File: src/rtl/arm_pose_sequencer_if.sv
// Bundles the command, servo feedback and servo command signals between the
// navigation controller, the arm pose sequencer and the three servo channels.
//   frame_tick        : one-cycle pulse per servo PWM frame
//   start / abort     : one-cycle commands from the navigation controller
//   *_flag            : per-servo at-position feedback
//   *_desired         : per-servo position commands (20 bit)
//   busy/done/fault   : sequencer status; step is the current/last pose index
// The sequencer uses the slave modport; the controlling side uses master.
interface arm_pose_sequencer_if;
   logic        frame_tick;
   logic        start;
   logic        abort;
   logic        claw_flag;
   logic        jointhigh_flag;
   logic        jointlow_flag;
   logic [19:0] claw_desired;
   logic [19:0] jointhigh_desired;
   logic [19:0] jointlow_desired;
   logic        busy;
   logic        done;
   logic        fault;
   logic [1:0]  step;

   modport slave (
      input  frame_tick, start, abort, claw_flag, jointhigh_flag, jointlow_flag,
      output claw_desired, jointhigh_desired, jointlow_desired, busy, done, fault, step
   );

   modport master (
      output frame_tick, start, abort, claw_flag, jointhigh_flag, jointlow_flag,
      input  claw_desired, jointhigh_desired, jointlow_desired, busy, done, fault, step
   );
endinterface

File: src/rtl/arm_pose_sequencer.sv
// Steps the claw, upper joint and lower joint servos through a fixed four-pose
// pick-and-place cycle. Each axis is slew limited per frame tick, a pose is
// accepted only after a run of consecutive all-at-position frames, and a
// per-pose frame budget raises a sticky fault.
//   clk_i   : system clock
//   rst_ni  : asynchronous active-low reset (outputs return to the park pose)
//   bus_io  : command/status/servo signals, see arm_pose_sequencer_if
module arm_pose_sequencer #(
   parameter int unsigned StepMax       = 4000,
   parameter int unsigned SettleFrames  = 5,
   parameter int unsigned TimeoutFrames = 150
) (
   input  logic                  clk_i,
   input  logic                  rst_ni,
   arm_pose_sequencer_if.slave   bus_io
);

   // Pose vectors packed as {claw, upper joint, lower joint}.
   typedef logic [2:0][19:0] pose_t;

   localparam pose_t Pose0 = {20'd1,      20'd31248,  20'd183400};
   localparam pose_t Pose1 = {20'd199218, 20'd31248,  20'd183400};
   localparam pose_t Pose2 = {20'd199218, 20'd191394, 20'd113274};
   localparam pose_t Pose3 = {20'd1,      20'd191394, 20'd113274};
   localparam pose_t Park  = {20'd1,      20'd113274, 20'd191394};

   localparam int unsigned SetW = $clog2(SettleFrames + 1);
   localparam int unsigned TmoW = $clog2(TimeoutFrames + 1);

   typedef enum logic [1:0] {StIdle, StMove, StSettle, StFault} state_e;

   state_e          state_q, state_d;
   pose_t           des_q, des_d;
   pose_t           tgt_q, tgt_d;
   logic [1:0]      step_q, step_d;
   logic            busy_q, busy_d;
   logic            done_q, done_d;
   logic            fault_q, fault_d;
   logic            abort_q, abort_d;
   logic [SetW-1:0] settle_q, settle_d;
   logic [TmoW-1:0] tmo_q, tmo_d;

   function automatic pose_t pose_of(input logic [1:0] idx);
      pose_t p;
      unique case (idx)
         2'd0:    p = Pose0;
         2'd1:    p = Pose1;
         2'd2:    p = Pose2;
         default: p = Pose3;
      endcase
      return p;
   endfunction

   // Move one axis toward its target by at most StepMax; never overshoots.
   function automatic logic [19:0] slew(input logic [19:0] cur, input logic [19:0] tgt);
      logic [20:0] diff;
      logic [19:0] nxt;
      if (tgt >= cur) begin
         diff = {1'b0, tgt} - {1'b0, cur};
         nxt  = (diff <= 21'(StepMax)) ? tgt : cur + 20'(StepMax);
      end else begin
         diff = {1'b0, cur} - {1'b0, tgt};
         nxt  = (diff <= 21'(StepMax)) ? tgt : cur - 20'(StepMax);
      end
      return nxt;
   endfunction

   logic at_target;
   logic flags_ok;
   logic tmo_hit;

   assign at_target = (des_q == tgt_q);
   assign flags_ok  = bus_io.claw_flag & bus_io.jointhigh_flag & bus_io.jointlow_flag;
   assign tmo_hit   = (tmo_q == TmoW'(TimeoutFrames));

   always_comb begin
      state_d  = state_q;
      des_d    = des_q;
      tgt_d    = tgt_q;
      step_d   = step_q;
      done_d   = 1'b0;
      fault_d  = fault_q;
      abort_d  = abort_q;
      settle_d = settle_q;
      tmo_d    = tmo_q;

      if (bus_io.abort) begin
         // Abort wins over start and retargets park from wherever desired is now.
         tgt_d    = Park;
         abort_d  = 1'b1;
         fault_d  = 1'b0;
         settle_d = '0;
         tmo_d    = '0;
         state_d  = StMove;
      end else begin
         unique case (state_q)
            StIdle, StFault: begin
               if (bus_io.start) begin
                  step_d   = 2'd0;
                  tgt_d    = Pose0;
                  abort_d  = 1'b0;
                  fault_d  = 1'b0;
                  settle_d = '0;
                  tmo_d    = '0;
                  state_d  = StMove;
               end
            end
            StMove: begin
               if (tmo_hit) begin
                  fault_d = 1'b1;
                  state_d = StFault;
               end else if (at_target) begin
                  settle_d = '0;
                  state_d  = StSettle;
               end else if (bus_io.frame_tick) begin
                  for (int i = 0; i < 3; i++) begin
                     des_d[i] = slew(des_q[i], tgt_q[i]);
                  end
                  tmo_d = tmo_q + 1'b1;
               end
            end
            StSettle: begin
               if (tmo_hit) begin
                  fault_d = 1'b1;
                  state_d = StFault;
               end else if (settle_q == SetW'(SettleFrames)) begin
                  if (abort_q) begin
                     abort_d = 1'b0;
                     state_d = StIdle;
                  end else if (step_q != 2'd3) begin
                     step_d   = step_q + 2'd1;
                     tgt_d    = pose_of(step_q + 2'd1);
                     settle_d = '0;
                     tmo_d    = '0;
                     state_d  = StMove;
                  end else begin
                     done_d  = 1'b1;
                     state_d = StIdle;
                  end
               end else if (bus_io.frame_tick) begin
                  settle_d = flags_ok ? settle_q + 1'b1 : '0;
                  tmo_d    = tmo_q + 1'b1;
               end
            end
            default: state_d = StIdle;
         endcase
      end

      busy_d = (state_d == StMove) || (state_d == StSettle);
   end

   always_ff @(posedge clk_i or negedge rst_ni) begin
      if (!rst_ni) begin
         state_q  <= StIdle;
         des_q    <= Park;
         tgt_q    <= Park;
         step_q   <= 2'd0;
         busy_q   <= 1'b0;
         done_q   <= 1'b0;
         fault_q  <= 1'b0;
         abort_q  <= 1'b0;
         settle_q <= '0;
         tmo_q    <= '0;
      end else begin
         state_q  <= state_d;
         des_q    <= des_d;
         tgt_q    <= tgt_d;
         step_q   <= step_d;
         busy_q   <= busy_d;
         done_q   <= done_d;
         fault_q  <= fault_d;
         abort_q  <= abort_d;
         settle_q <= settle_d;
         tmo_q    <= tmo_d;
      end
   end

   assign bus_io.claw_desired      = des_q[2];
   assign bus_io.jointhigh_desired = des_q[1];
   assign bus_io.jointlow_desired  = des_q[0];
   assign bus_io.busy              = busy_q;
   assign bus_io.done              = done_q;
   assign bus_io.fault             = fault_q;
   assign bus_io.step              = step_q;

endmodule

File: src/flat_wrapper.sv
// flat-port wrapper written by rule: the top's interface ports become plain ports
module arm_pose_sequencer_flat 
#(
   parameter int unsigned StepMax       = 4000,
   parameter int unsigned SettleFrames  = 5,
   parameter int unsigned TimeoutFrames = 150
)
  (clk_i, rst_ni, bus_io_frame_tick, bus_io_start, bus_io_abort, bus_io_claw_flag, bus_io_jointhigh_flag, bus_io_jointlow_flag, bus_io_claw_desired, bus_io_jointhigh_desired, bus_io_jointlow_desired, bus_io_busy, bus_io_done, bus_io_fault, bus_io_step);
  arm_pose_sequencer_if bus_io_i ();
  input  logic clk_i;
  input  logic rst_ni;
  input wire logic [$bits(bus_io_i.frame_tick)-1:0] bus_io_frame_tick;
  input wire logic [$bits(bus_io_i.start)-1:0] bus_io_start;
  input wire logic [$bits(bus_io_i.abort)-1:0] bus_io_abort;
  input wire logic [$bits(bus_io_i.claw_flag)-1:0] bus_io_claw_flag;
  input wire logic [$bits(bus_io_i.jointhigh_flag)-1:0] bus_io_jointhigh_flag;
  input wire logic [$bits(bus_io_i.jointlow_flag)-1:0] bus_io_jointlow_flag;
  output wire logic [$bits(bus_io_i.claw_desired)-1:0] bus_io_claw_desired;
  output wire logic [$bits(bus_io_i.jointhigh_desired)-1:0] bus_io_jointhigh_desired;
  output wire logic [$bits(bus_io_i.jointlow_desired)-1:0] bus_io_jointlow_desired;
  output wire logic [$bits(bus_io_i.busy)-1:0] bus_io_busy;
  output wire logic [$bits(bus_io_i.done)-1:0] bus_io_done;
  output wire logic [$bits(bus_io_i.fault)-1:0] bus_io_fault;
  output wire logic [$bits(bus_io_i.step)-1:0] bus_io_step;
  assign bus_io_i.frame_tick = bus_io_frame_tick;
  assign bus_io_i.start = bus_io_start;
  assign bus_io_i.abort = bus_io_abort;
  assign bus_io_i.claw_flag = bus_io_claw_flag;
  assign bus_io_i.jointhigh_flag = bus_io_jointhigh_flag;
  assign bus_io_i.jointlow_flag = bus_io_jointlow_flag;
  assign bus_io_claw_desired = bus_io_i.claw_desired;
  assign bus_io_jointhigh_desired = bus_io_i.jointhigh_desired;
  assign bus_io_jointlow_desired = bus_io_i.jointlow_desired;
  assign bus_io_busy = bus_io_i.busy;
  assign bus_io_done = bus_io_i.done;
  assign bus_io_fault = bus_io_i.fault;
  assign bus_io_step = bus_io_i.step;
  arm_pose_sequencer #(.StepMax(StepMax), .SettleFrames(SettleFrames), .TimeoutFrames(TimeoutFrames)) u_core (.clk_i(clk_i), .rst_ni(rst_ni), .bus_io(bus_io_i));
endmodule
File: config.mk
export PLATFORM = sky130hd
export DESIGN_NAME = arm_pose_sequencer_flat
export DESIGN_NICKNAME = d
export VERILOG_FILES = /design/src/rtl/arm_pose_sequencer_if.sv /design/src/rtl/arm_pose_sequencer.sv /design/src/flat_wrapper.sv
export SDC_FILE = /design/constraint.sdc
export NUM_CORES = 1
export LEC_CHECK = 0
export CORE_ASPECT_RATIO = 0.6
export CORE_MARGIN = 8
export CORE_UTILIZATION = 31
export CTS_BUF_LIST = sky130_fd_sc_hd__clkbuf_16
export CTS_CLUSTER_SIZE = 8
export DETAILED_ROUTE_END_ITERATION = 8
export GPL_TIMING_DRIVEN = 0
export REMOVE_ABC_BUFFERS = 1
export SETUP_SLACK_MARGIN = 0.15
export SLEW_MARGIN = 0
export SYNTH_ARGS = -nofsm -noshare
export SYNTH_HDL_FRONTEND = slang
export SYNTH_SLANG_ARGS = --single-unit
File: constraint.sdc
create_clock -name clk_i -period 4.7 [get_ports clk_i]
set_input_delay 0.94 -clock clk_i [delete_from_list [all_inputs] [get_ports clk_i]]
set_output_delay 0.94 -clock clk_i [all_outputs]
set_load 0.05 [all_outputs]
Word level (Yosys, flattened, before mapping)
Index checks and enable logic that the tools add are counted.
- reduce and logical (&&, ||, !) cells: 14
- $lt $le $gt $ge: 9
- multiplexer cells: 67
- eq/ne operators: 28
- add/subtract/negate cells: 15
- bitwise gates (word level): 5
- operators with widths (cell ; count):
    $mux 60 ; 6
    $mux 20 ; 9
    $pmux 58 s3 ; 1
    $le 21x12->1 const B ; 6
    $sub 20x20->21 ; 6
    $pmux 60 s2 ; 1
    $mux 8 ; 9
    $add 20x12->20 const B ; 3
    $eq 60x60->1 ; 1
    $ge 20x20->1 ; 3
    $sub 20x12->20 const B ; 3
    $mux 3 ; 10
    $mux 2 ; 12
    $pmux 8 s3 ; 1
    $ne 3x3->1 const B ; 5
    $reduce_and 7->1 ; 2
    $mux 1 ; 13
    $reduce_and 6->1 ; 2
    $ne 3x2->1 const B ; 3
    $pmux 3 s3 ; 1
    $add 8x1->8 const B ; 1
    $eq 2x2->1 const B ; 4
    $eq 8x8->1 const B ; 1
    $ne 2x2->1 const B ; 4
    other kinds (21) ; 31
- register bits: 139
- input port bits: 8
- word-level logic and storage cells: 152
- output and inout port bits: 65

Logic depth before layout (Yosys ltp)
- word-level depth: 9
- mapped depth: 15
- mapped depth without buffers: 13

Worst setup path before layout
OpenSTA, ideal clock, no wires.
- path type: flip-flop to flip-flop
- from: register u_core.des_q (netlist bit u_core.bus_io.jointlow_desired[7])
- to: register u_core.des_q (netlist bit u_core.bus_io.jointlow_desired[7])
- arrival time: 3557 ps
- period minus slack after synthesis: 3640 ps
- library setup time: 83 ps
- path slack: 1060 ps
- data required time: 4617 ps
- stages on the path, launching flop included: 15
- path buffers: 3
- cell sequence: dfstp_2 clkbuf_1 inv_1 ha_1 buf_6 and4_1 o311ai_4 and2_1 a41oi_2 nor2_2 mux2i_1 nor4_4 buf_6 mux2_1 a221o_1
- longest elaborated chain between the ends: 4
- elaborated cells on any way between the ends: 13
- classes of those cells: add/sub (4); order compare (3); eq/ne (1); mux (3); bitwise (1); reduce/logical (1)
- ends and longest elaborated chain (what ; RTL line ; RTL):
    start, declared ; arm_pose_sequencer.sv:33 ; pose_t des_q, des_d;
    start signal, assigned ; arm_pose_sequencer.sv:155 ; des_q <= Park;
    start signal, assigned ; arm_pose_sequencer.sv:166 ; des_q <= des_d;
    $sub 20x20->21, on equally long branches ; arm_pose_sequencer.sv:62, arm_pose_sequencer.sv:59 ;
    $le 21x12->1, on equally long branches ; arm_pose_sequencer.sv:63, arm_pose_sequencer.sv:60 ;
    $mux 20, on equally long branches ; arm_pose_sequencer.sv:63, arm_pose_sequencer.sv:60 ;
    $mux 20 ; arm_pose_sequencer.sv:58 ; if (tgt >= cur) begin
Parallel ways exist; a longest one is shown, timed or not.
A chain may end at the register's enable or synchronous reset.

Worst setup path after layout
- from: register u_core.des_q (netlist bit u_core.bus_io.jointlow_desired[9])
- to: register u_core.des_q (netlist bit u_core.bus_io.claw_desired[16])
- longest elaborated chain between the ends: 3
- ends and longest elaborated chain (what ; RTL line ; RTL):
    $eq 60x60->1 ; arm_pose_sequencer.sv:72 ; assign at_target = (des_q == tgt_q);
    $not 1->1 (no line) ; n/a ;
    $reduce_and 5->1 (no line) ; n/a ;
Every way passes these cells.

==> qor.yml <==
ir_drop_uv: 213.3
grt_use_met3: 0.03841
core_um2: 31090
grtUsageMet2: 0.2153
path_cells: "inv_1 -> ha_1 -> and4_1 -> nand4_1 -> nor4_2 -> nand4_1 -> and2_1 -> and3_2 -> buf_12 -> o21ai_1 -> a2bb2oi_1"
tightest_slew_ns: 0.9858
grt_pass1_vias: 8842
hold_path_depth: 1
worst-path-stages: 11
numPlacedInstances: 1659
min_to: "u_core.bus_io.done"
hp-class: "register to register"
netlist_instances: 1240
yosysUniqueCellTypes: 106
total_power_mw: 7.176
post-route-worst-setup-slack_ns: 0.3847
die_w_um: 245.3
cts_max_path_buffers: 2
path_class: "register to register"
die_area_um2: 37660
clockRootBuffer: "clkbuf_16"
crit_top_cell: "nand4_1"
holdBufCountCts: 0
grt_pass1_wl_um: 51690
cp_data_required_time_ns: 4.96
grt_setup_unrepaired: "false"
status: "complete, no violations"
pre_cts_slack_ns: 0.07022
arrival_ns: 4.57
synth_edf_count: 0
synth-warning-count: 0
numPortBuffers: 66
grt_max_degree: 47
async_reset_ff_frac: 1.000
fmax_mhz: 231.7
grt.busiest_layer: "met1"
cp_max_fo: 33
fin_crit_sh: 0.9182
cap_violations: 0
finClkSkew_ns: 0.008291
dpl.hpwl_um: 25020
die_h_um: 153.6
r2r_setup_slack_ns: 0.38
detailedRoute.firstPassIterationCount: 6
syn_area_um2: 9776
routed-via-count: 9760
setup_violations: 0
synth-main-ff-cell: "dfrtp_1"
power_leakage_nw: 4.490
synth_seq_area_share: 0.2081
cpLargestDelayFamily: "simple AND/OR/NAND/NOR gates"
reg2reg_from: "u_core.bus_io.jointlow_desired[9]"
overflow: 0
slowest_delay_ns: 0.70
max-slew-margin-rel: 0.3416
r2r-end: "u_core.bus_io.claw_desired[16]"
path_buf_inv: 2
cpMaxStageDelayCell: "dfstp_2"
slew_violations: 0
finalNonFillerCells: 1679
vias_per_cell: 5.813
h-tree-depth: 3
grtUsageTotal: 0.1670
avgSynthCellArea_um2: 7.884
initial_core_util: 0.3144
cts_buffers: 9
hp-start: "u_core.abort_q"
wl_um: 32680
startpoint_type: "register"
antenna_found_initial: 0
worstSetupStartpoint: "u_core.bus_io.jointlow_desired[9]"
num_rows: 50
drt-wirelength-per-cell_um: 19.47
drive_gt1_frac: 0.08320
power_density_nw_per_um2: 650.6
met1_usage: 0.2707
drcViolationCount: 0
final.setup.tns_ns: 0
ys_ff_latch: 80
io_pins: 73
final-hold-violation-count: 0
insertion_delay_ns: 0.35
clkTransAtPathRegs_ns: 0.06
detail-route-antenna-nets: 0
drt_iter0_drc: 919
cts_tree: "yes"
area_delta_synth_final_pct: 12.82
endpoint_kind: "register"
final_net_count: 1351
cts.sinks: 80
reg2reg_depth: 11
place_congestion: 0.9152
min_period_ns: 4.315
[final cells by class]
cell class	instances	area (um2)
fillers	3206	20060
multi-input cells	1008	7088
flip-flops and latches	80	2036
repair buffers	72	748.2
well taps	416	520.5
inverters	86	322.8
clock buffers	9	225.2
clock inverters	7	86.33
diodes	1	2.502
[worst reg2reg max path: cells and delay by family (launching register included)]
| family | cells | cell delay [ns] |
|---|---|---|
| compound gates | 2 | 0.53 |
| fa+ha+maj | 1 | 0.56 |
| buf+inv | 2 | 0.40 |
| flops | 1 | 0.70 |
| simple gates | 6 | 2.05 |
[power breakdown]
part	switching [mW]	leakage, nW	internal [mW]
combinational	3.06	3.40	1.79
sequential	0.632	0.939	0.946
clock	0.291	0.154	0.461
[sequential cells by signal, summed over array words and instances (netlist names)]
register	cells
u_core.tgt_q	8
u_core.bus_io.done	1
u_core.bus_io.step	2
u_core.abort_q	1
u_core.settle_q	3
u_core.bus_io.busy	1
u_core.state_q	2
u_core.bus_io.claw_desired	17
u_core.tmo_q	8
u_core.bus_io.jointhigh_desired	18
u_core.bus_io.fault	1
u_core.bus_io.jointlow_desired	18
[cell usage after synthesis (all sizes together), types with 29 or more instances]
cell type,count,area [um2]
xnor2,50,437.9
nand2,104,395.4
nor3,37,185.2
buf,42,261.5
nand3,44,220.2
ha,80,1001
inv,85,319.1
clkbuf,29,108.9
o21ai,87,439.2
dfrtp,54,1351
nor2,90,342.8
a21oi,90,465.4
[repair_timing]
action                     in CTS  in global routing
buffers inserted                0                  3
gates resized for setup         1                  3
setup endpoints to repair       2                 21
pin swaps                       0                  2
[per-stage QoR]
| step | cell area, um2 | util | hold WS (ns) |
|---|---|---|---|
| 5_1_grt | 11030 | 0.3546 | 0.5138 |
| 6_report | 11030 | 0.3547 | 0.4975 |
| 3_3_place_gp | 10610 | 0.3411 | 0.4972 |
| 3_5_place_dp | 10680 | 0.3434 | 0.4891 |
| 2_1_floorplan | 9424 | - | 0.4435 |
| 4_1_cts | 10990 | 0.3536 | 0.4982 |
[layer usage]
| metal | routed length, um | vias to the layer above |
|---|---|---|
| met5 | 0 | - |
| met2 | 12640 | 410 |
| met1 | 16770 | 4741 |
| met3 | 2966 | 16 |
| li1 | - | 4593 |
| met4 | 308 | 0 |
[layout by cell type, fill, tap and decap left out, types with 20 or more instances in the layout]
cell and count:
inv_1 85, nand3_1 43, xnor2_1 50, ha_1 80, dfstp_2 26, nor3_1 36, a31oi_1 20, o21ai_0 74
a21oi_1 85, a21o_1 24, dfrtp_1 53, nor2_1 88, nand4_1 21, clkdlybuf4s50_1 65, nand2_1 102
[how the worst max path moves through the flow]
| stage | endpoint | slack, ns |
|---|---|---|
| 6_report | u_core.bus_io.claw_desired[16] | 0.38 |
| 5_1_grt | u_core.bus_io.jointlow_desired[7] | 0.22 |
| 4_1_cts | u_core.bus_io.jointhigh_desired[15] | 0.27 |
| 3_5_place_dp | u_core.bus_io.jointhigh_desired[15] | 0.07 |
| 3_3_place_gp | u_core.bus_io.jointlow_desired[12] | -0.63 |
| 2_1_floorplan | u_core.bus_io.claw_desired[15] | 0.80 |
[cells by family after synthesis]
logic type                 Yosys count  share of synthesized area
xor gates and xnor gates            62                    0.05555
other                                1                  0.0003836
and+or+nand+nor                    432                     0.2346
adders and majority gates           88                     0.1167
DFF                                 80                     0.2081
buffers and inverters              157                    0.07091
AOI/OAI and AO/OA                  396                     0.2885
muxes                               24                    0.02521
No activity file was read; power rests on OpenSTA's default activity.
